[src/rtl/run_ctrl_pkg.sv]
// Shared types and default window constants for the run controller.
// No logic here; latency and backpressure are defined by the modules that import it.
package run_ctrl_pkg;

    typedef enum logic [2:0] {
        S_IDLE   = 3'd0,
        S_LOAD   = 3'd1,
        S_RUN    = 3'd2,
        S_DRAIN  = 3'd3,
        S_FINISH = 3'd4
    } run_state_e;

    localparam int DEF_AW         = 8;
    localparam int DEF_LOAD_BASE  = 0;
    localparam int DEF_LOAD_LEN   = 64;
    localparam int DEF_DRAIN_BASE = 64;
    localparam int DEF_DRAIN_LEN  = 32;
    localparam int DEF_CW         = 20;
    localparam int DEF_TIMEOUT    = 1000000;

    // Bits needed to hold a window length itself (so len-1 and len both fit).
    function automatic int ptr_width(input int len);
        return (len < 1) ? 1 : $clog2(len + 1);
    endfunction

endpackage

[src/rtl/run_ctrl_if.sv]
// Load stream, drain stream and data-memory port of the run controller.
// Valid/ready on both streams; master is the controller, slave is the environment.
interface run_ctrl_if #(
    parameter int AW = 8
);
    logic          in_valid;
    logic [7:0]    in_data;
    logic          in_ready;
    logic          out_valid;
    logic [7:0]    out_data;
    logic          out_ready;
    logic          mem_sel;
    logic          mem_wr_en;
    logic [AW-1:0] mem_addr;
    logic [7:0]    mem_wdat;
    logic [7:0]    mem_rdat;

    modport master (
        input  in_valid, in_data, out_ready, mem_rdat,
        output in_ready, out_valid, out_data, mem_sel, mem_wr_en, mem_addr, mem_wdat
    );

    modport slave (
        output in_valid, in_data, out_ready, mem_rdat,
        input  in_ready, out_valid, out_data, mem_sel, mem_wr_en, mem_addr, mem_wdat
    );
endinterface

[src/rtl/run_ctrl_addr_walker.sv]
// Window pointer shared by LOAD and DRAIN: base+ptr address, step per handshake, last flag.
// Address and last are combinational from the pointer; steps only when told, so stalls hold it.
module run_ctrl_addr_walker
    import run_ctrl_pkg::*;
#(
    parameter  int AW  = 8,
    parameter  int LEN = 64,
    localparam int PW  = ptr_width(LEN)
) (
    input  logic          clk,
    input  logic          reset,
    input  logic          i_clr,
    input  logic          i_step,
    input  logic [AW-1:0] i_base,
    input  logic [PW-1:0] i_len,
    output logic [AW-1:0] o_addr,
    output logic          o_last
);
    logic [PW-1:0] r_ptr;

    always_ff @(posedge clk) begin
        if (reset || i_clr) begin
            r_ptr <= '0;
        end else if (i_step) begin
            r_ptr <= r_ptr + 1'b1;
        end
    end

    // Address wraps naturally modulo 2**AW.
    assign o_addr = i_base + AW'(r_ptr);
    assign o_last = (r_ptr == (i_len - PW'(1)));

endmodule

[src/rtl/run_ctrl.sv]
// Run controller: preload data memory, release the core until halt/timeout, drain a result window.
// Streams are combinational valid/ready (zero-latency write/read); stalls hold pointer and address.
module run_ctrl
    import run_ctrl_pkg::*;
#(
    parameter int AW         = DEF_AW,
    parameter int LOAD_BASE  = DEF_LOAD_BASE,
    parameter int LOAD_LEN   = DEF_LOAD_LEN,
    parameter int DRAIN_BASE = DEF_DRAIN_BASE,
    parameter int DRAIN_LEN  = DEF_DRAIN_LEN,
    parameter int CW         = DEF_CW,
    parameter int TIMEOUT    = DEF_TIMEOUT
) (
    input  logic          clk,
    input  logic          reset,
    input  logic          start,
    run_ctrl_if.master    bus,
    output logic          core_reset,
    input  logic          core_done,
    output logic          busy,
    output logic          timed_out,
    output logic          finished,
    output logic [CW-1:0] cycle_count
);
    localparam int            MAX_LEN = (LOAD_LEN > DRAIN_LEN) ? LOAD_LEN : DRAIN_LEN;
    localparam int            PW      = ptr_width(MAX_LEN);
    localparam logic [CW-1:0] TO_LAST = CW'(TIMEOUT - 1);

    run_state_e    r_state;
    run_state_e    w_state_nxt;
    logic [CW-1:0] r_cycle_count;
    logic          r_timed_out;
    logic          w_clr;
    logic          w_step;
    logic          w_last;
    logic          w_to_hit;
    logic [AW-1:0] w_base;
    logic [AW-1:0] w_addr;
    logic [PW-1:0] w_len;

    run_ctrl_addr_walker #(
        .AW  (AW),
        .LEN (MAX_LEN)
    ) u_walker (
        .clk    (clk),
        .reset  (reset),
        .i_clr  (w_clr),
        .i_step (w_step),
        .i_base (w_base),
        .i_len  (w_len),
        .o_addr (w_addr),
        .o_last (w_last)
    );

    assign w_to_hit = (r_cycle_count == TO_LAST);

    always_ff @(posedge clk) begin
        if (reset) begin
            r_state <= S_IDLE;
        end else begin
            r_state <= w_state_nxt;
        end
    end

    // Stream handshakes are masked by reset so an abort never commits a write or a beat.
    always_comb begin
        w_state_nxt    = r_state;
        w_clr          = 1'b0;
        w_step         = 1'b0;
        w_base         = AW'(LOAD_BASE);
        w_len          = PW'(LOAD_LEN);
        bus.in_ready   = 1'b0;
        bus.out_valid  = 1'b0;
        bus.out_data   = 8'h00;
        bus.mem_sel    = 1'b1;
        bus.mem_wr_en  = 1'b0;
        bus.mem_addr   = '0;
        bus.mem_wdat   = 8'h00;
        core_reset     = 1'b1;
        busy           = (r_state != S_IDLE);
        finished       = 1'b0;
        case (r_state)
            S_IDLE: begin
                if (start) begin
                    w_clr       = 1'b1;
                    w_state_nxt = (LOAD_LEN == 0) ? S_RUN : S_LOAD;
                end
            end
            S_LOAD: begin
                bus.in_ready  = !reset;
                bus.mem_addr  = w_addr;
                bus.mem_wdat  = bus.in_data;
                bus.mem_wr_en = bus.in_valid && !reset;
                w_step        = bus.in_valid;
                if (bus.in_valid && w_last) begin
                    w_clr       = 1'b1;
                    w_state_nxt = S_RUN;
                end
            end
            S_RUN: begin
                core_reset  = 1'b0;
                bus.mem_sel = 1'b0;
                if (core_done || w_to_hit) begin
                    w_state_nxt = (DRAIN_LEN == 0) ? S_FINISH : S_DRAIN;
                end
            end
            S_DRAIN: begin
                w_base        = AW'(DRAIN_BASE);
                w_len         = PW'(DRAIN_LEN);
                bus.out_valid = !reset;
                bus.out_data  = bus.mem_rdat;
                bus.mem_addr  = w_addr;
                w_step        = bus.out_ready;
                if (bus.out_ready && w_last) begin
                    w_state_nxt = S_FINISH;
                end
            end
            S_FINISH: begin
                finished    = 1'b1;
                w_state_nxt = S_IDLE;
            end
            default: begin
                w_state_nxt = S_IDLE;
            end
        endcase
    end

    // A halt seen on the timeout cycle counts as a normal finish.
    always_ff @(posedge clk) begin
        if (reset) begin
            r_cycle_count <= '0;
            r_timed_out   <= 1'b0;
        end else if ((r_state == S_IDLE) && start) begin
            r_cycle_count <= '0;
            r_timed_out   <= 1'b0;
        end else if (r_state == S_RUN) begin
            r_cycle_count <= r_cycle_count + 1'b1;
            if (w_to_hit && !core_done) begin
                r_timed_out <= 1'b1;
            end
        end
    end

    assign cycle_count = r_cycle_count;
    assign timed_out   = r_timed_out;

endmodule

[src/flat_wrapper.sv]
// flat-port wrapper written by rule: the top's interface ports become plain ports
module run_ctrl_flat import run_ctrl_pkg::*;
#(
    parameter int AW         = DEF_AW,
    parameter int LOAD_BASE  = DEF_LOAD_BASE,
    parameter int LOAD_LEN   = DEF_LOAD_LEN,
    parameter int DRAIN_BASE = DEF_DRAIN_BASE,
    parameter int DRAIN_LEN  = DEF_DRAIN_LEN,
    parameter int CW         = DEF_CW,
    parameter int TIMEOUT    = DEF_TIMEOUT
)
  (clk, reset, start, core_reset, core_done, busy, timed_out, finished, cycle_count, bus_in_valid, bus_in_data, bus_out_ready, bus_mem_rdat, bus_in_ready, bus_out_valid, bus_out_data, bus_mem_sel, bus_mem_wr_en, bus_mem_addr, bus_mem_wdat);
  run_ctrl_if #(.AW(AW)) bus_i ();
  input  logic clk;
  input  logic reset;
  input  logic start;
  output logic core_reset;
  input  logic core_done;
  output logic busy;
  output logic timed_out;
  output logic finished;
  output logic [CW-1:0] cycle_count;
  input wire logic [$bits(bus_i.in_valid)-1:0] bus_in_valid;
  input wire logic [$bits(bus_i.in_data)-1:0] bus_in_data;
  input wire logic [$bits(bus_i.out_ready)-1:0] bus_out_ready;
  input wire logic [$bits(bus_i.mem_rdat)-1:0] bus_mem_rdat;
  output wire logic [$bits(bus_i.in_ready)-1:0] bus_in_ready;
  output wire logic [$bits(bus_i.out_valid)-1:0] bus_out_valid;
  output wire logic [$bits(bus_i.out_data)-1:0] bus_out_data;
  output wire logic [$bits(bus_i.mem_sel)-1:0] bus_mem_sel;
  output wire logic [$bits(bus_i.mem_wr_en)-1:0] bus_mem_wr_en;
  output wire logic [$bits(bus_i.mem_addr)-1:0] bus_mem_addr;
  output wire logic [$bits(bus_i.mem_wdat)-1:0] bus_mem_wdat;
  assign bus_i.in_valid = bus_in_valid;
  assign bus_i.in_data = bus_in_data;
  assign bus_i.out_ready = bus_out_ready;
  assign bus_i.mem_rdat = bus_mem_rdat;
  assign bus_in_ready = bus_i.in_ready;
  assign bus_out_valid = bus_i.out_valid;
  assign bus_out_data = bus_i.out_data;
  assign bus_mem_sel = bus_i.mem_sel;
  assign bus_mem_wr_en = bus_i.mem_wr_en;
  assign bus_mem_addr = bus_i.mem_addr;
  assign bus_mem_wdat = bus_i.mem_wdat;
  run_ctrl #(.AW(AW), .LOAD_BASE(LOAD_BASE), .LOAD_LEN(LOAD_LEN), .DRAIN_BASE(DRAIN_BASE), .DRAIN_LEN(DRAIN_LEN), .CW(CW), .TIMEOUT(TIMEOUT)) u_core (.clk(clk), .reset(reset), .start(start), .bus(bus_i), .core_reset(core_reset), .core_done(core_done), .busy(busy), .timed_out(timed_out), .finished(finished), .cycle_count(cycle_count));
endmodule
[config.mk]
export PLATFORM = sky130hd
export DESIGN_NAME = run_ctrl_flat
export DESIGN_NICKNAME = d
export VERILOG_FILES = /design/src/rtl/run_ctrl_pkg.sv /design/src/rtl/run_ctrl_if.sv /design/src/rtl/run_ctrl_addr_walker.sv /design/src/rtl/run_ctrl.sv /design/src/flat_wrapper.sv
export SDC_FILE = /design/constraint.sdc
export NUM_CORES = 1
export LEC_CHECK = 0
export ABC_AREA = 1
export CAP_MARGIN = 20
export CORE_UTILIZATION = 34
export CTS_CLUSTER_SIZE = 24
export DETAILED_ROUTE_END_ITERATION = 7
export DONT_BUFFER_PORTS = 1
export MAX_ROUTING_LAYER = met4
export REMOVE_ABC_BUFFERS = 1
export SKIP_CTS_REPAIR_TIMING = 1
export SYNTH_ARGS = -nofsm -noshare
export SYNTH_HDL_FRONTEND = slang
export SYNTH_HIERARCHICAL = 1
export SYNTH_SLANG_ARGS = --single-unit
[constraint.sdc]
create_clock -name clk -period 3.38 [get_ports clk]
set_clock_uncertainty 0.2 [all_clocks]
set_input_delay 0.676 -clock clk [delete_from_list [all_inputs] [get_ports clk]]
set_output_delay 0.676 -clock clk [all_outputs]
set_load 0.02 [all_outputs]
**Yosys cells after proc, flatten, opt, wreduce, memory -nomap -nowiden**

Index checks and enable logic that the tools add are counted.

- Register bits after elaboration: 31
- Output and inout bits: 52
- Logic and storage cells: 52

- Add/subtract/negate cells: 4
- Eq/ne operators: 10
- Multiplexer cells: 19
- Reductions and logical operators: 15

Operator list:

| kind | count |
|---|---|
| 8-bit two-way mux | 3 |
| 20-bit by 1-bit adder with 20-bit output, second input constant | 1 |
| 20-bit equality test, second input constant | 1 |
| 7-bit two-way mux | 2 |
| 3-bit two-way mux | 4 |
| 3-bit one-hot mux with 4 select lines | 1 |
| 8-bit by 7-bit adder with 8-bit output | 1 |
| 7-bit by 1-bit adder with 7-bit output, second input constant | 1 |
| 7-bit equality test | 1 |
| 1-bit two-way mux | 7 |
| 7-bit by 1-bit subtractor with 7-bit output, second input constant | 1 |
| 3-bit by 2-bit equality test with 1-bit output, second input constant | 2 |
| 2-bit by 1-bit != test with 1-bit output, second input constant | 3 |
| 1-bit logical AND | 5 |
| 1-bit one-hot mux with 2 select lines | 2 |
| 4-bit AND reduction | 1 |
| 2-bit OR reduction | 2 |
| 3-bit by 1-bit equality test with 1-bit output, second input constant | 1 |
| 3-bit equality test, second input constant | 1 |
| 3-bit logical NOT | 1 |
| 3-bit nonzero test | 1 |
| 1-bit logical NOT | 2 |
| 1-bit logical OR | 2 |
| 2-bit != test, second input constant | 1 |
| 2-bit AND reduction | 1 |

**Depth between registers and ports, before layout**

Gate-level depths: netlist (run 1).

- Depth after elaboration: 8
- Mapped depth: 18
- Mapped depth without buffers: 17

**Hierarchy**

Netlist (run 1), hierarchy kept.

By module, submodules not included:

| module | times used | cells each | area each (µm²) |
|---|---|---|---|
| run_ctrl | 1 | 241 | 1510.2 |
| run_ctrl_addr_walker | 1 | 132 | 828.3 |

**Worst setup path before layout (run 1)**

Ideal clock, no wire load.

- Path type: reg2out
- From: register u_core.r_state[0]
- To: output bus_mem_addr[7]
- Arrival time: 1.520 ns
- Data required time: 2.504 ns
- Slack: 0.984 ns
- Cell stages (with the launch flop): 11
- Buffers on the path: 0
- Cells stage by stage: dfxtp_1 -> nand2_2 -> nor2_2 -> ha_1 -> a21oi_1 -> a21boi_1 -> nand2_1 -> nand2_1 -> nand2_1 -> inv_1 -> nor2_1

- Word-level cells in the longest chain between the ends: 4

Ends and longest elaborated chain:

| item | RTL line | source |
|---|---|---|
| start: declaration | run_ctrl.sv:29 | `run_state_e r_state;` |
| start signal: assignment | run_ctrl.sv:61 | `r_state <= w_state_nxt;` |
| 3-bit by 2-bit equality test with 1-bit output | run_ctrl.sv:82 | `case (r_state)` |
| 7-bit two-way mux | run_ctrl.sv:82 |  |
| via u_core.w_base[6] | run_ctrl.sv:37 | `logic [AW-1:0] w_base;` |
| 8-bit by 7-bit adder with 8-bit output | run_ctrl_addr_walker.sv:30 | `assign o_addr = i_base + AW'(r_ptr);` |
| via u_core.w_addr[7] | run_ctrl.sv:38 | `logic [AW-1:0] w_addr;` |
| 8-bit two-way mux | run_ctrl.sv:82 |  |
| end: declaration | flat_wrapper.sv:32 | `output wire logic [$bits(bus_i.mem_addr)-1:0] bus_mem_addr;` |

The timed path passes the listed nets, and every way through them passes these cells.

**Worst setup path in the final report (run 1)**

Same ends and word-level chain as after synthesis.

==> run summary, run 1 <==
Actual slew at the worst max-slew pin -> 0.777 ns
Distinct cell type count after synthesis -> 34
Largest net degree at the start of global routing -> 14
TNS Setup -> 0 ns
FF+latch area -> 621 sq um
Synth Cell Area -> 0.00234 sq mm
Final hold violation count -> 0
Status -> finished with violations
GRT met2 Usage -> 0.256
Post-Synthesis Cells -> 373
CP max FO -> 10
Busiest grt layer -> met2
CP Class -> flip-flop to primary output
Ant. Diodes -> 0
Fill count -> 704
Clk slew on worst S/H paths -> 0.06 ns
Die area -> 0.00721 sq mm
Routability Congestion -> 0.870
Pins Over Slew Limit -> 0
Post-synth top flop -> dfxtp_1
Port bufs -> 0
Dpl ws -> 0.650 ns
Tmin final -> 2.95 ns
Vias in the first global route -> 1980
CP Data Arrival Time -> 2.07 ns
Placed instance area -> 0.00251 sq mm
Row cnt -> 29
Met3 usage -> 0.0447
Worst-path cell with the longest stage delay -> dfxtp_1
Vias per Instance -> 4.62
CTS Buf Count -> 5
Worst skew pair latency -> 0.27 ns
Worst Setup Start Kind -> flip-flop
Final WS setup -> 0.432 ns
Final setup violation count -> 0
Critical Path RT -> 2.50 ns
Root Buffer -> clkbuf_8
Max_slew headroom -> 0.478
Die X -> 84.9 um
Ys Warns -> 6
CTS tree -> done
Worst hold path class -> primary input to flip-flop
First-pass GRT wire length -> 8.94 mm
Die H -> 84.9 um
Failing checks -> design-rule violations
DRT Pass-1 Iters -> 6
Crit-path cells -> nand2_2 -> nor2_2 -> ha_1 -> a21oi_1 -> a21boi_1 -> nand2_1 -> nand2_1 -> nand2_1 -> inv_1 -> nor2_1
WL final -> 5.37 mm
Share of cells above drive strength 1 -> 0.0767
Synth async-reset ratio -> 0
Drt wl/cell -> 11.2 um
Total track usage -> 0.157
Max Buffers Root-to-Sink -> 2
Detailed-route via count -> 2222
Pwr/cell area -> 473 mW/mm^2
RSZ-0062 raised after global routing -> false
DRC -> 2
DRT iter0 DRCs -> 122
Synthesis-stage register bit count -> 31
Post-synth EDFFs -> 0
Max incr delay on CP -> 0.41 ns
Initial Utilization -> 0.360
Post-DP HPWL -> 4.35 mm
Max-Cap Viols -> 0
Peak VDD IR -> 212 uV
Design area -> 0.00262 sq mm
Register area share after synthesis -> 0.265
I/O pins -> 74
Crit end category -> primary output
Lkg Pwr -> 1.24 nW
CTS sink cnt -> 31
Multi-input logic area -> 0.00153 sq mm
Layout area overhead -> 11.8%
Initial antenna violation count -> 0
Min Hold Slack -> 0.268 ns
Core Area -> 0.00649 sq mm
Overflow after GRT -> 0
Nets@finish -> 436
Final worst-path cycle share -> 0.872
# H-tree levels -> 2
CP dominant cell by count -> nand2_1
Fmax -> 339 MHz
Mapped Avg Cell Area -> 6.27 sq um
Final ANT Viol Nets -> 0
M1 GR Usage -> 0.195
[kinds of logic (layout without fill, tap and decap cells)]
family,count (synthesis),count (layout),share of synthesized area
AOI/OAI and AO/OA,40,40,0.0894
xor gates and xnor gates,12,12,0.0449
adders and majority gates,11,11,0.0621
buffers and inverters,73,78,0.121
DFF,31,31,0.265
other,1,27,0.00160
and+or+nand+nor,205,205,0.415
[sequential cells by signal, indices dropped and copies added, names as in the netlist]
name	cells
u_core/u_walker/r_ptr	7
u_core/cycle_count	20
u_core/timed_out	1
u_core/r_state	3
[cell usage after synthesis (4+ instances only)]
master / count / share of area
nand2_1: 75 / 0.12
nor2_1: 69 / 0.11
inv_1: 64 / 0.10
dfxtp_1: 31 / 0.27
a21oi_1: 22 / 0.047
nand3_1: 21 / 0.045
o21ai_0: 11 / 0.024
ha_1: 10 / 0.054
nand4_1: 10 / 0.027
xor2_1: 8 / 0.030
nor3_1: 6 / 0.013
inv_2: 4 / 0.0064
xnor2_1: 4 / 0.015
[layout by cell type (no fill, tap or decap), drive strengths merged, types with 2 or more instances in the layout]
master,Yosys,routed
nor3b,2,2
xnor2,4,4
nor3,10,10
nand3b,2,2
xor2,8,8
nand4,10,10
o21ai,14,14
nand2,79,79
ha,10,10
nand3,25,25
nor2,76,76
clkbuf,0,8
a21oi,22,22
inv,68,68
o21bai,2,2
conb,1,27
dfxtp,31,31
[critical path: cells and delay by family, from the launching register on]
| family | cells | cell delay, ns |
|---|---|---|
| adder cells (fa/ha/maj) | 1 | 0.21 |
| buffers and inverters | 1 | 0.03 |
| AND/OR/NAND/NOR | 6 | 0.97 |
| AO/OA/AOI/OAI | 2 | 0.18 |
| flip-flops | 1 | 0.41 |
[final timing paths]
| check | startpoint | to | slack [ns] | cells after the start |
|---|---|---|---|---|
| worst max-delay path | u_core/r_state[0] | bus_mem_addr[7] | 0.43 | 10 |
| worst min-delay path | reset | u_core/r_state[2] | 0.27 | 1 |
| worst max register to register | u_core/r_state[0] | u_core/u_walker/r_ptr[3] | 0.64 | 14 |
| worst min register to register | u_core/timed_out | u_core/timed_out | 0.35 | 2 |
[per-stage QoR]
step | std cells | power, mW | util
finish | 481 | 1.24 | 0.403
global route | 481 | 1.33 | 0.403
CTS | 481 | 1.25 | 0.403
detailed placement | 473 | 0.928 | 0.387
global placement | 473 | 0.923 | 0.387
floorplan | 395 | 0.839 | -
[report_power, final]
| group | internal (mW) | switching (mW) | total (mW) |
|---|---|---|---|
| Clock | 0.186 | 0.134 | 0.320 |
| Combinational | 0.115 | 0.378 | 0.493 |
| Sequential | 0.386 | 0.0383 | 0.425 |
[layer usage]
layer,part of all wire,up-vias
li1,-,1204
met1,0.49,950
met2,0.44,66
met3,0.069,2
met4,0.0039,0
met5,0,-
[cell type report]
cell class / count / area share
repair buffers: 1 / 0.00287
well taps: 77 / 0.0368
clock buffers: 8 / 0.0383
multi-input cells: 295 / 0.586
inverters: 69 / 0.0990
flip-flops and latches: 31 / 0.237
Power figures use the tool's default switching activity.
==> run 2, diff against run 1 <==
--- a/config.mk
+++ b/config.mk
@@ -7,7 +7,7 @@
 export LEC_CHECK = 0
 export ABC_AREA = 1
 export CAP_MARGIN = 20
-export CORE_UTILIZATION = 34
+export CORE_UTILIZATION = 37
 export CTS_CLUSTER_SIZE = 24
 export DETAILED_ROUTE_END_ITERATION = 7
 export DONT_BUFFER_PORTS = 1
==> run 2 against run 1 <==
The flow now finishes without violations. Non-clock buffer count did not move. Die area fell by 7.9%. Via count fell by 0.72%. Setup slack improved by 0.071 ns. Sequential cell count did not move. Sequential power barely moved. Largest cell class unchanged.
==> run summary, run 2 (same netlist as run 1, synthesis figures left out) <==
R2r setup slk -> 0.73 ns
DRC -> 0
Sw frac -> 0.454
Largest net degree at the start of global routing -> 14
Int Pwr -> 0.639 mW
CTS Buf Count -> 5
Most frequent cells in the layout -> nand2_1, nor2_1, inv_1, dfxtp_1, conb_1
Core Area -> 0.00603 sq mm
Vias in the first global route -> 2005
Total power -> 1.17 mW
Root Buffer -> clkbuf_8
Max_slew headroom -> 0.524
Worst-path cell with the longest stage delay -> dfxtp_1
CP endpoint -> bus_mem_addr[7]
Die area -> 0.00664 sq mm
Max-Cap Viols -> 0
Critical Path RT -> 2.50 ns
Crit end category -> primary output
Ant. Diodes -> 0
Initial Utilization -> 0.388
Max FFs per register -> 20
CTS sink cnt -> 31
Post-DP HPWL -> 4.15 mm
DRT Pass-1 Iters -> 4
Layout area overhead -> 10.5%
Row cnt -> 28
Final ANT Viol Nets -> 0
Max incr delay on CP -> 0.40 ns
Final worst-path cycle share -> 0.851
Drt wl/cell -> 10.8 um
Die H -> 81.5 um
Worst skew pair latency -> 0.28 ns
CP dominant cell by count -> nand2_1
Worst Setup Start Kind -> flip-flop
First-pass GRT wire length -> 8.63 mm
TNS Setup -> 0 ns
CTS tree -> done
Clk slew on worst S/H paths -> 0.05 ns
CP Class -> flip-flop to primary output
Final hold violation count -> 0
Port bufs -> 0
CP Data Arrival Time -> 2.00 ns
Crit path launch -> u_core/r_state[0]
Comb power frac -> 0.416
Fmax -> 348 MHz
Met3 usage -> 0.0433
RSZ-0062 raised after global routing -> false
Initial antenna violation count -> 0
DRT iter0 DRCs -> 92
Reg-to-Reg Start -> u_core/r_state[0]
Status -> finished clean
I/O pins -> 74
Vias per Instance -> 4.62
Share of cells above drive strength 1 -> 0.0721
Actual slew at the worst max-slew pin -> 0.709 ns
Worst hold path class -> primary input to flip-flop
Nets@finish -> 436
Tmin final -> 2.88 ns
Routability Congestion -> 0.786
Flop pwr share -> 0.364
# H-tree levels -> 2
Detailed-route via count -> 2206
Peak VDD IR -> 320 uV
Worst flop-to-flop path endpoint -> u_core/u_walker/r_ptr[3]
GRT met2 Usage -> 0.288
Leading cell type in the layout, fill and taps excluded -> nand2_1
Lkg Pwr -> 1.23 nW
CP max FO -> 10
Overflow after GRT -> 0
R2R depth -> 14
Crit-path cells -> nand2_2 -> nor2_2 -> ha_1 -> a21oi_1 -> a21boi_1 -> nand2_1 -> nand2_1 -> nand2_1 -> inv_1 -> nor2_1
M1 GR Usage -> 0.203
Die X -> 81.5 um
Busiest grt layer -> met2
Switching power -> 0.532 mW
Pwr/cell area -> 453 mW/mm^2
Total track usage -> 0.172
Clock network power share -> 0.220
Final setup violation count -> 0
Max Buffers Root-to-Sink -> 2
WL final -> 5.16 mm
Pins Over Slew Limit -> 0
-- run 2: power by group through the flow --
stage	combinational, mW	clock, mW	sequential [mW]
after detailed placement	0.487	0	0.434
after CTS	0.489	0.267	0.426
after floorplan	0.412	0	0.427
after global placement	0.484	0	0.432
after global routing	0.550	0.279	0.431
final	0.487	0.258	0.426
-- run 2: worst min-delay path by stage --
stage	slack, ns	endpoint	cells after the start	from
finish	0.27	u_core/r_state[0]	1	reset
floorplan	0.30	u_core/u_walker/r_ptr[0]	1	u_core/u_walker/r_ptr[0]
CTS	0.26	u_core/r_state[0]	1	reset
global placement	0.35	u_core/timed_out	2	u_core/timed_out
detailed placement	0.35	u_core/timed_out	2	u_core/timed_out
global route	0.26	u_core/r_state[2]	1	reset
-- run 2: critical path: cells and delay by family, from the launching register on --
| kind | cells | cell delay (ns) |
|---|---|---|
| flops | 1 | 0.40 |
| fa+ha+maj | 1 | 0.20 |
| buf+inv | 1 | 0.03 |
| simple gates | 6 | 0.91 |
| compound gates | 2 | 0.18 |
-- run 2: cell type report --
type	count	area, sq um
Fill cell	660	3440
Multi-Input combinational cell	295	1530
Sequential cell	31	621
Inverter	69	259
Tap cell	75	93.8
Clock buffer	6	72.6
Timing Repair Buffer	1	7.51
-- run 2: through the flow --
step	instances	util	hold slack (ns)	cell area, sq um	setup WS [ns]
floorplan	395	-	0.304	2410	0.984
global placement	471	0.417	0.346	2510	0.802
detailed placement	471	0.417	0.352	2510	0.688
global route	477	0.429	0.258	2580	0.272
finish	477	0.429	0.267	2580	0.503
CTS	477	0.429	0.258	2580	0.463
-- run 2: per-layer routing --
metal  vias to the layer above  share of wire
met3                         5          0.060
li1                       1193              -
met2                        59           0.46
met1                       949           0.47
met5                         -              0
met4                         0         0.0081
